**src/rtl/rv32i_types.sv**
```systemverilog
// Shared RV32I pipeline types: register index, forwarding entry, select encoding.
package rv32i_types;

  // Architectural register index, used for every 5-bit register field.
  typedef logic [4:0] rv32i_reg;

  // One tracked in-flight producer in the stages after EX.
  typedef struct packed {
    logic     valid;
    rv32i_reg rd;
    logic     is_load;
  } fwd_entry_t;

  // Select value meaning "take the operand from the register file".
  localparam int FWD_SEL_REGFILE = 0;

endpackage

```
**src/rtl/fwd_hazard_unit_if.sv**
```systemverilog
// EX-side interface of the forwarding/hazard unit.
// Optional statistics ports exist only when FWD_HAZARD_STATS_EN is defined.
//
// Flow control: this block has no valid/ready pair. ex_valid qualifies the
// EX-stage fields. advance is the pipeline's own move signal; a cycle moves
// an instruction out of EX only when advance=1 and stall=0. stall is purely
// combinational and does not look at advance.
interface fwd_hazard_unit_if #(
  parameter int NUM_SRC = 2,
  parameter int DEPTH   = 2
);
  import rv32i_types::*;

  localparam int SEL_W = $clog2(DEPTH + 1);

  logic                     advance;
  logic                     flush;
  logic                     ex_valid;
  logic [NUM_SRC*5-1:0]     ex_rs;
  rv32i_reg                 ex_rd;
  logic                     ex_wr;
  logic                     ex_is_load;
  logic                     ex_is_long;
  logic                     long_wb_valid;
  rv32i_reg                 long_wb_rd;
  logic [NUM_SRC*SEL_W-1:0] fwd_sel;
  logic                     stall;
`ifdef FWD_HAZARD_STATS_EN
  logic [31:0]              stat_stall_cycles;
  logic [31:0]              stat_fwd_count;
`endif

`ifdef FWD_HAZARD_STATS_EN
  modport master (
    output advance, flush, ex_valid, ex_rs, ex_rd, ex_wr, ex_is_load,
           ex_is_long, long_wb_valid, long_wb_rd,
    input  fwd_sel, stall, stat_stall_cycles, stat_fwd_count
  );

  modport slave (
    input  advance, flush, ex_valid, ex_rs, ex_rd, ex_wr, ex_is_load,
           ex_is_long, long_wb_valid, long_wb_rd,
    output fwd_sel, stall, stat_stall_cycles, stat_fwd_count
  );
`else
  modport master (
    output advance, flush, ex_valid, ex_rs, ex_rd, ex_wr, ex_is_load,
           ex_is_long, long_wb_valid, long_wb_rd,
    input  fwd_sel, stall
  );

  modport slave (
    input  advance, flush, ex_valid, ex_rs, ex_rd, ex_wr, ex_is_load,
           ex_is_long, long_wb_valid, long_wb_rd,
    output fwd_sel, stall
  );
`endif

endinterface

```
**src/rtl/fwd_match.sv**
```systemverilog
// Youngest-producer priority encoder for one source operand over the
// tracked stages. Stage 1 is the youngest, so the lowest matching index wins.
module fwd_match
  import rv32i_types::*;
#(
  parameter int DEPTH = 2
) (
  input  rv32i_reg                         rs,
  input  fwd_entry_t [DEPTH:1]             entries,
  output logic [$clog2(DEPTH+1)-1:0]       sel,
  output logic                             near_load
);

  localparam int SEL_W = $clog2(DEPTH + 1);

  // Scan oldest to youngest so the youngest match overwrites; x0 never matches.
  always_comb begin
    sel       = SEL_W'(FWD_SEL_REGFILE);
    near_load = 1'b0;
    if (rs != '0) begin
      for (int k = DEPTH; k >= 1; k--) begin
        if (entries[k].valid && (entries[k].rd == rs)) begin
          sel = SEL_W'(k);
        end
      end
    end
    near_load = (sel == SEL_W'(1)) && entries[1].is_load;
  end

endmodule

```
**src/rtl/fwd_hazard_unit.sv**
```systemverilog
// Forwarding select and hazard stall generation for the EX stage.
// Tracks DEPTH stages of in-flight destinations plus a pending scoreboard for
// long-latency (mul/div) results. Optional counters: FWD_HAZARD_STATS_EN.
module fwd_hazard_unit
  import rv32i_types::*;
#(
  parameter int NUM_SRC = 2,
  parameter int DEPTH   = 2,
  parameter int NREGS   = 32
) (
  input logic               clk,
  input logic               rst,
  fwd_hazard_unit_if.slave  bus
);

  localparam int SEL_W = $clog2(DEPTH + 1);

  fwd_entry_t [DEPTH:1]     ent;
  fwd_entry_t               ent_in;
  logic [NREGS-1:0]         pending;
  logic [NREGS-1:0]         pending_nxt;
  logic [SEL_W-1:0]         sel_raw [NUM_SRC];
  logic [NUM_SRC-1:0]       near_load;
  logic [NUM_SRC*SEL_W-1:0] fwd_sel_w;
  logic                     load_use;
  logic                     long_raw;
  logic                     long_waw;
  logic                     stall_w;
  logic                     long_set;
  logic                     long_clr;
  rv32i_reg                 rs_cur;

  for (genvar gi = 0; gi < NUM_SRC; gi++) begin : g_src
    fwd_match #(.DEPTH(DEPTH)) u_match (
      .rs        (bus.ex_rs[5*gi +: 5]),
      .entries   (ent),
      .sel       (sel_raw[gi]),
      .near_load (near_load[gi])
    );
  end

  // Forward selects are only meaningful for a real EX instruction.
  always_comb begin
    fwd_sel_w = '0;
    for (int i = 0; i < NUM_SRC; i++) begin
      fwd_sel_w[i*SEL_W +: SEL_W] = bus.ex_valid ? sel_raw[i] : '0;
    end
  end

  // Load-use, long-op RAW and long-op WAW hazards combine into one stall.
  always_comb begin
    rs_cur   = '0;
    long_raw = 1'b0;
    load_use = |near_load;
    for (int i = 0; i < NUM_SRC; i++) begin
      rs_cur = bus.ex_rs[5*i +: 5];
      if ((rs_cur != '0) && pending[rs_cur]) begin
        long_raw = 1'b1;
      end
    end
    long_raw = long_raw && bus.ex_valid;
    long_waw = bus.ex_valid && (bus.ex_wr || bus.ex_is_long) &&
               (bus.ex_rd != '0) && pending[bus.ex_rd];
    stall_w  = load_use || long_raw || long_waw;
  end

  assign bus.fwd_sel = fwd_sel_w;
  assign bus.stall   = stall_w;

  // New stage-1 entry; a stalled, long or non-writing EX becomes a bubble.
  always_comb begin
    ent_in         = '0;
    ent_in.valid   = bus.ex_valid && bus.ex_wr && !bus.ex_is_long &&
                     !stall_w && (bus.ex_rd != '0);
    ent_in.rd      = bus.ex_rd;
    ent_in.is_load = bus.ex_is_load;
  end

  // Shadow pipeline: flush clears, advance shifts, otherwise hold.
  always_ff @(posedge clk) begin
    if (rst) begin
      ent <= '0;
    end else if (bus.flush) begin
      ent <= '0;
    end else if (bus.advance) begin
      ent[1] <= ent_in;
      for (int k = 2; k <= DEPTH; k++) begin
        ent[k] <= ent[k-1];
      end
    end
  end

  // Scoreboard next state: writeback clear first, then issue set wins.
  always_comb begin
    long_clr    = bus.long_wb_valid && (bus.long_wb_rd != '0);
    long_set    = bus.ex_valid && bus.ex_is_long && !stall_w && bus.advance &&
                  !bus.flush && (bus.ex_rd != '0);
    pending_nxt = pending;
    if (long_clr) begin
      pending_nxt[bus.long_wb_rd] = 1'b0;
    end
    if (long_set) begin
      pending_nxt[bus.ex_rd] = 1'b1;
    end
  end

  // Scoreboard register; updates every cycle and is untouched by flush.
  always_ff @(posedge clk) begin
    if (rst) begin
      pending <= '0;
    end else begin
      pending <= pending_nxt;
    end
  end

`ifdef FWD_HAZARD_STATS_EN
  logic [31:0] stall_cnt;
  logic [31:0] fwd_cnt;
  logic [31:0] fwd_inc;
  logic [32:0] fwd_sum;

  // Number of sources forwarded this cycle and the widened running sum.
  always_comb begin
    fwd_inc = '0;
    for (int i = 0; i < NUM_SRC; i++) begin
      if (fwd_sel_w[i*SEL_W +: SEL_W] != '0) begin
        fwd_inc = fwd_inc + 32'd1;
      end
    end
    fwd_sum = {1'b0, fwd_cnt} + {1'b0, fwd_inc};
  end

  // Saturating event counters.
  always_ff @(posedge clk) begin
    if (rst) begin
      stall_cnt <= '0;
      fwd_cnt   <= '0;
    end else begin
      if (stall_w && bus.advance && bus.ex_valid && (stall_cnt != '1)) begin
        stall_cnt <= stall_cnt + 32'd1;
      end
      if (bus.advance && !stall_w && bus.ex_valid) begin
        fwd_cnt <= fwd_sum[32] ? '1 : fwd_sum[31:0];
      end
    end
  end

  assign bus.stat_stall_cycles = stall_cnt;
  assign bus.stat_fwd_count    = fwd_cnt;
`endif

endmodule

```
**src/flat_wrapper.sv**
```systemverilog
// flat-port wrapper written by rule: the top's interface ports become plain ports
module fwd_hazard_unit_flat import rv32i_types::*;
#(
  parameter int NUM_SRC = 2,
  parameter int DEPTH   = 2,
  parameter int NREGS   = 32
)
  (clk, rst, bus_advance, bus_flush, bus_ex_valid, bus_ex_rs, bus_ex_rd, bus_ex_wr, bus_ex_is_load, bus_ex_is_long, bus_long_wb_valid, bus_long_wb_rd, bus_fwd_sel, bus_stall);
  fwd_hazard_unit_if #(.NUM_SRC(NUM_SRC), .DEPTH(DEPTH)) bus_i ();
  input logic clk;
  input logic rst;
  input wire logic [$bits(bus_i.advance)-1:0] bus_advance;
  input wire logic [$bits(bus_i.flush)-1:0] bus_flush;
  input wire logic [$bits(bus_i.ex_valid)-1:0] bus_ex_valid;
  input wire logic [$bits(bus_i.ex_rs)-1:0] bus_ex_rs;
  input wire logic [$bits(bus_i.ex_rd)-1:0] bus_ex_rd;
  input wire logic [$bits(bus_i.ex_wr)-1:0] bus_ex_wr;
  input wire logic [$bits(bus_i.ex_is_load)-1:0] bus_ex_is_load;
  input wire logic [$bits(bus_i.ex_is_long)-1:0] bus_ex_is_long;
  input wire logic [$bits(bus_i.long_wb_valid)-1:0] bus_long_wb_valid;
  input wire logic [$bits(bus_i.long_wb_rd)-1:0] bus_long_wb_rd;
  output wire logic [$bits(bus_i.fwd_sel)-1:0] bus_fwd_sel;
  output wire logic [$bits(bus_i.stall)-1:0] bus_stall;
  assign bus_i.advance = bus_advance;
  assign bus_i.flush = bus_flush;
  assign bus_i.ex_valid = bus_ex_valid;
  assign bus_i.ex_rs = bus_ex_rs;
  assign bus_i.ex_rd = bus_ex_rd;
  assign bus_i.ex_wr = bus_ex_wr;
  assign bus_i.ex_is_load = bus_ex_is_load;
  assign bus_i.ex_is_long = bus_ex_is_long;
  assign bus_i.long_wb_valid = bus_long_wb_valid;
  assign bus_i.long_wb_rd = bus_long_wb_rd;
  assign bus_fwd_sel = bus_i.fwd_sel;
  assign bus_stall = bus_i.stall;
  fwd_hazard_unit #(.NUM_SRC(NUM_SRC), .DEPTH(DEPTH), .NREGS(NREGS)) u_core (.clk(clk), .rst(rst), .bus(bus_i));
endmodule
```
**config.mk**
```make
export PLATFORM = sky130hd
export DESIGN_NAME = fwd_hazard_unit_flat
export DESIGN_NICKNAME = d
export VERILOG_FILES = /design/src/rtl/rv32i_types.sv /design/src/rtl/fwd_hazard_unit_if.sv /design/src/rtl/fwd_match.sv /design/src/rtl/fwd_hazard_unit.sv /design/src/flat_wrapper.sv
export SDC_FILE = /design/constraint.sdc
export NUM_CORES = 1
export LEC_CHECK = 0
export CORE_UTILIZATION = 55
export CTS_BUF_LIST = sky130_fd_sc_hd__clkbuf_8
export DETAILED_ROUTE_END_ITERATION = 8
export DONT_BUFFER_PORTS = 1
export GPL_ROUTABILITY_DRIVEN = 1
export PLACE_DENSITY = 0.77
export RECOVER_POWER = 100
export SLEW_MARGIN = 20
export SYNTH_ARGS = -nofsm -noshare
export SYNTH_HDL_FRONTEND = slang
export SYNTH_SLANG_ARGS = --single-unit
```
**constraint.sdc**
```tcl
create_clock -name clk -period 5.08 [get_ports clk]
set_input_delay 0.508 -clock clk [delete_from_list [all_inputs] [get_ports clk]]
set_output_delay 0.508 -clock clk [all_outputs]
set_load 0.01 [all_outputs]
```
==> impl_metrics.tcl, run 1 <==
set metrics [dict create \
    maxSlewHeadroom 0.0683 \
    worstSkewPairLatency_ns 0.31 \
    ir_worst_vdd_v 0.000141 \
    critPathCaptureType "flip-flop" \
    arrival_ns 3.44 \
    ant_nets 0 \
    hp-class "primary input to flip-flop" \
    grt_max_degree 32 \
    fmax_mhz 313 \
    syn_inst 343 \
    gp_congestion 0.909 \
    synth_edf_count 0 \
    vias_per_cell 6.94 \
    fin_nets 355 \
    clkTransAtPathRegs_ns 0.09 \
    clock_skew_ns 0.00311 \
    track_usage 0.287 \
    cts_inserted_buffers 5 \
    dr_total_vias 2781 \
    initial_utilization 0.571 \
    rsz0062_at_grt "false" \
    post_cts_resized 0 \
    final_util 0.549 \
    yosysWarnings 0 \
    grt_pass1_wl_um 13800 \
    period_share 0.629 \
    ios 34 \
    synth.largest_area_cell "dfxtp_1" \
    root_buffer "clkbuf_8" \
    die_y_um 80.4 \
    core_area_um2 5920 \
    p_leak_nw 1.12 \
    core.rowCount 28 \
    ys_seq_area_frac 0.267 \
    drt-initial-drc-count 351 \
    cts_tree "done" \
    cp_data_required_time_ns 5.33 \
    final_cells 401 \
    drv_cap 0 \
    post-cts-setup-buffer-count 0 \
    status "finished, final reports clean" \
    htree_levels 2 \
    tns_ns 0 \
    port_buffers 0 \
    period_minus_slack_ns 3.19 \
    dr.pass1.iters 5 \
    synth_nets 372 \
    drive_above_1_share 0.163 \
    dp_hpwl_um 6540 \
    cts_max_path_buffers 2 \
    synth.avg_cell_area_um2 9.85 \
    dp_cells 394 \
    slew_viol_final 0 \
    drt_wl_total_um 8800 \
    finalHoldViolations 0 \
    place_area_um2 3220 \
    tightest_slew_ns 1.39 \
    synth_area_leaders "dfxtp_1 (27%), mux4_2 (11%), mux2i_1 (8.6%), a32o_1 (4.4%), xor2_1 (4.1%)" \
    wl_per_cell_um 22.0 \
    ys_types 60 \
    power.density_nw_per_um2 201 \
    startpoint_type "flip-flop" \
    dieArea_um2 6460 \
    timing.hold.ws_ns 0.257 \
    synthesis.area_um2 3380 \
    die_w_um 80.4 \
    diodes 0 \
    antenna_found_initial 0 \
    ys_ff_latch 45 \
    grt_overflow 0 \
    async_flop_share 0 \
    remaining_drc_errors 0 \
    synth_flop_cell "dfxtp_1" \
    crit_type "flip-flop to flip-flop" \
    cts_num_sinks 45 \
    syn2layout_area_growth_pct -3.78 \
    stdcell_area_um2 3250 \
    grt_pass1_vias 2593 \
    cts_hold_buf 0 \
    synth_top_area_frac 0.267 \
    setup_viol_count_final 0 \
    crit_path_max_fanout 8 \
]
cells in the mapped netlist (all sizes together) (10+ instances only):
cell type  instances
dfxtp             45
nand2             30
mux2i             29
nor2              24
nand3             22
o21ai             22
mux4              17
xor2              16
a32o              15
clkbuf            14
nor3b             10
power by group:
part	leakage, nW	switching (W)	internal, W
clock network	0.0402	0.000131	0.0000950
registers	0.363	0.00000375	0.000355
logic	0.716	0.0000336	0.0000356
total	1.12	0.000168	0.000485
path summary, 6_finish.rpt:
kind | to | startpoint | cells after the start | slack [ns]
max | u_core.pending[1] | u_core.pending[3] | 6 | 1.89
min | u_core.pending[0] | rst | 1 | 0.26
max reg2reg | u_core.pending[1] | u_core.pending[3] | 6 | 1.89
min reg2reg | u_core.pending[18] | u_core.pending[18] | 2 | 0.52
critical path, stage by stage (launching register included):
cell and delay (ns):
dfxtp_1 0.36, mux4_1 0.52, nand3_1 0.12, a31oi_1 0.15
or4b_2 0.67, nor3_1 1.07, a32o_1 0.25
layout by cell type, fill, tap and decap left out, types with 6 or more instances in the layout:
cell / n
xor2_1: 16
o211ai_1: 8
mux4_2: 16
dfxtp_1: 45
mux2i_1: 29
nor2_1: 24
o21ai_0: 18
nor3b_1: 9
nor4_1: 6
a32o_1: 15
nand2_1: 30
nand3_1: 22
area by class of cell:
cell class | count | area, um^2
clock inverter | 2 | 16.3
sequential | 45 | 901
tap | 75 | 93.8
inverter | 3 | 11.3
clock buffer | 5 | 68.8
multi-input combinational | 271 | 2160
fill | 532 | 2670
flip-flops by register name, indices dropped and copies added, names as in the netlist:
register and cells:
u_core.pending 32, u_core.ent 13
per-stage QoR:
step           total power, W  worst slack [ns]
2_1_floorplan        0.000461              2.33
3_3_place_gp         0.000437              2.47
3_5_place_dp         0.000439              2.40
4_1_cts              0.000660              2.24
5_1_grt              0.000675              1.85
6_report             0.000653              1.89
logic make-up (layout without fill, tap and decap cells):
group,after synthesis,count (layout),synth area share
AOI/OAI and AO/OA,61,61,0.141
xor gates and xnor gates,20,20,0.0518
buffers and inverters,27,10,0.0781
DFF,45,45,0.267
muxes,51,51,0.217
and+or+nand+nor,139,139,0.246
metal layers:
layer  track usage  wire length [um]
met5             0                 0
met2         0.454              4160
met3        0.0750               930
met4        0.0857               131
met1         0.381              3580
(Power assumes the default switching activity.)
==> inputs of run 2 (changes only) <==
Settings changed: PLACE_DENSITY 0.77 to 0.8.
Clock period 5.08 ns to 2.9 ns, I/O delays scaled along.
==> run 2 against run 1 <==
  * Cell count unchanged
  * Register-to-register slack lost 1.5 ns
  * Wire length fell by 1.4%
  * Largest cell class unchanged
  * Clock skew about the same
  * First-iteration DRC count increased by 0.85%
  * Design area grew 1.1%
==> impl_metrics.tcl, run 2 (synthesized netlist as in run 1, its figures left out) <==
set metrics [dict create \
    crit_path_max_fanout 4 \
    drt-initial-drc-count 354 \
    worstSkewPairLatency_ns 0.30 \
    hp-class "primary input to flip-flop" \
    maxSlewHeadroom 0.388 \
    largest_reg_flops 32 \
    clock_skew_ns 0.00315 \
    worst-path-buf-inv 0 \
    max_flop_register "u_core.pending" \
    combinationalPowerShare 0.101 \
    track_usage 0.285 \
    cp_data_required_time_ns 2.61 \
    rsz0062_at_grt "false" \
    htree_levels 2 \
    final_cell_mix "dfxtp_1 (45), nand2_1 (30), mux2i_1 (29)" \
    clockPowerShare 0.383 \
    gp_congestion 0.926 \
    dr.pass1.iters 5 \
    initial_utilization 0.571 \
    syn2layout_area_growth_pct -2.70 \
    remaining_drc_errors 0 \
    worst-r2r-setup-slack_ns 0.34 \
    period_minus_slack_ns 2.69 \
    cts_num_sinks 45 \
    period_share 0.929 \
    grt_pass1_vias 2685 \
    dieArea_um2 6460 \
    place_area_um2 3220 \
    grt_max_degree 32 \
    ir_worst_vdd_v 0.000185 \
    p_sw_w 0.000281 \
    seqPwrFrac 0.516 \
    r2r-end "u_core.pending[13]" \
    power.density_nw_per_um2 370 \
    p_leak_nw 1.14 \
    antenna_found_initial 0 \
    top_usage_layer "met2" \
    diodes 0 \
    startpoint_type "flip-flop" \
    cts_tree "done" \
    cts_max_path_buffers 2 \
    fin_nets 355 \
    die_y_um 80.4 \
    clkTransAtPathRegs_ns 0.08 \
    status "finished, final reports clean" \
    dr_total_vias 2805 \
    met2_usage 0.457 \
    place_ws_ns 0.624 \
    hp-start "rst" \
    arrival_ns 2.40 \
    vias_per_cell 7.00 \
    fmax_mhz 371 \
    drive_above_1_share 0.172 \
    r2r-start "u_core.pending[9]" \
    hold_path_depth 1 \
    p_total_w 0.00122 \
    post-cts-setup-buffer-count 0 \
    worstPathCellList "mux4_2 > mux2_2 > o22ai_1 > nor4_1 > nand2b_4 > or3_1" \
    p_int_w 0.000936 \
    crit_type "flip-flop to primary output" \
    cp_top_family "multiplexers" \
    slowest_stage "mux4_2" \
    grt_overflow 0 \
    grt_util_met1 0.360 \
    cts_hold_buf 0 \
    final_util 0.555 \
    tightest_slew_ns 0.917 \
    wl_per_cell_um 21.6 \
    critPathCaptureType "primary output" \
    use_met3 0.0773 \
    ant_nets 0 \
    grt_pass1_wl_um 13900 \
    dp_hpwl_um 6320 \
    slowest_delay_ns 0.48 \
    die_w_um 80.4 \
    drv_cap 0 \
    finalHoldViolations 0 \
    core.rowCount 28 \
    tns_ns 0 \
    post_cts_resized 0 \
    cts_inserted_buffers 5 \
    final_common_cell "dfxtp_1" \
    root_buffer "clkbuf_8" \
    whs_endpoint "u_core.pending[0]" \
    core_area_um2 5920 \
    drt_wl_total_um 8680 \
    stdcell_area_um2 3290 \
    setup_viol_count_final 0 \
    slew_viol_final 0 \
    p_sw_frac 0.231 \
    rr_worst_depth 6 \
    port_buffers 0 \
    worst_slack_ns 0.206 \
    reg_top3 "u_core.pending x32, u_core.ent x13" \
    ios 34 \
]
[run 2: worst max path at each step]
stage                             from                  to  slack [ns]  depth (start not counted)
floorplan                 bus_ex_rs[6]           bus_stall        0.58                          7
global placement          bus_ex_rd[4]  u_core.pending[29]        0.67                          7
detailed placement        bus_ex_rd[4]  u_core.pending[13]        0.62                          7
CTS                 u_core.pending[23]           bus_stall        0.28                          6
global route        u_core.pending[23]           bus_stall        0.16                          6
finish              u_core.pending[23]           bus_stall        0.21                          6
[run 2: through the flow]
step	hold slack [ns]	cells
after floorplan	0.362	343
after global placement	0.363	394
after detailed placement	0.368	394
after CTS	0.0441	401
after global routing	0.0382	401
final	0.0463	401
[run 2: area by class of cell]
type	count	area [um^2]
well taps	75	93.8
flip-flops and latches	45	901
clock buffers	5	68.8
inverters	3	11.3
multi-input cells	271	2180
clock inverters	2	35.0
fillers	507	2630
[run 2: power groups by stage]
stage          registers (W)  logic (W)  clock network (W)
2_1_floorplan       0.000640   0.000167                  0
3_3_place_gp        0.000642   0.000123                  0
3_5_place_dp        0.000642   0.000125                  0
4_1_cts             0.000627   0.000127           0.000470
5_1_grt             0.000628   0.000134           0.000502
6_report            0.000627   0.000123           0.000466
[run 2: layer usage]
layer / up-vias / routed length [um]
met3: 36 / 1010
met2: 200 / 4010
met1: 1301 / 3440
li1: 1268 / -
met5: - / 0
met4: 0 / 219
[run 2: worst register-to-register path, stage by stage (launching register included)]
cell	delay [ns]
dfxtp_1	0.36
mux4_1	0.51
nand3_1	0.12
a31oi_1	0.17
or4b_1	0.57
nor3_2	0.55
a32o_1	0.23
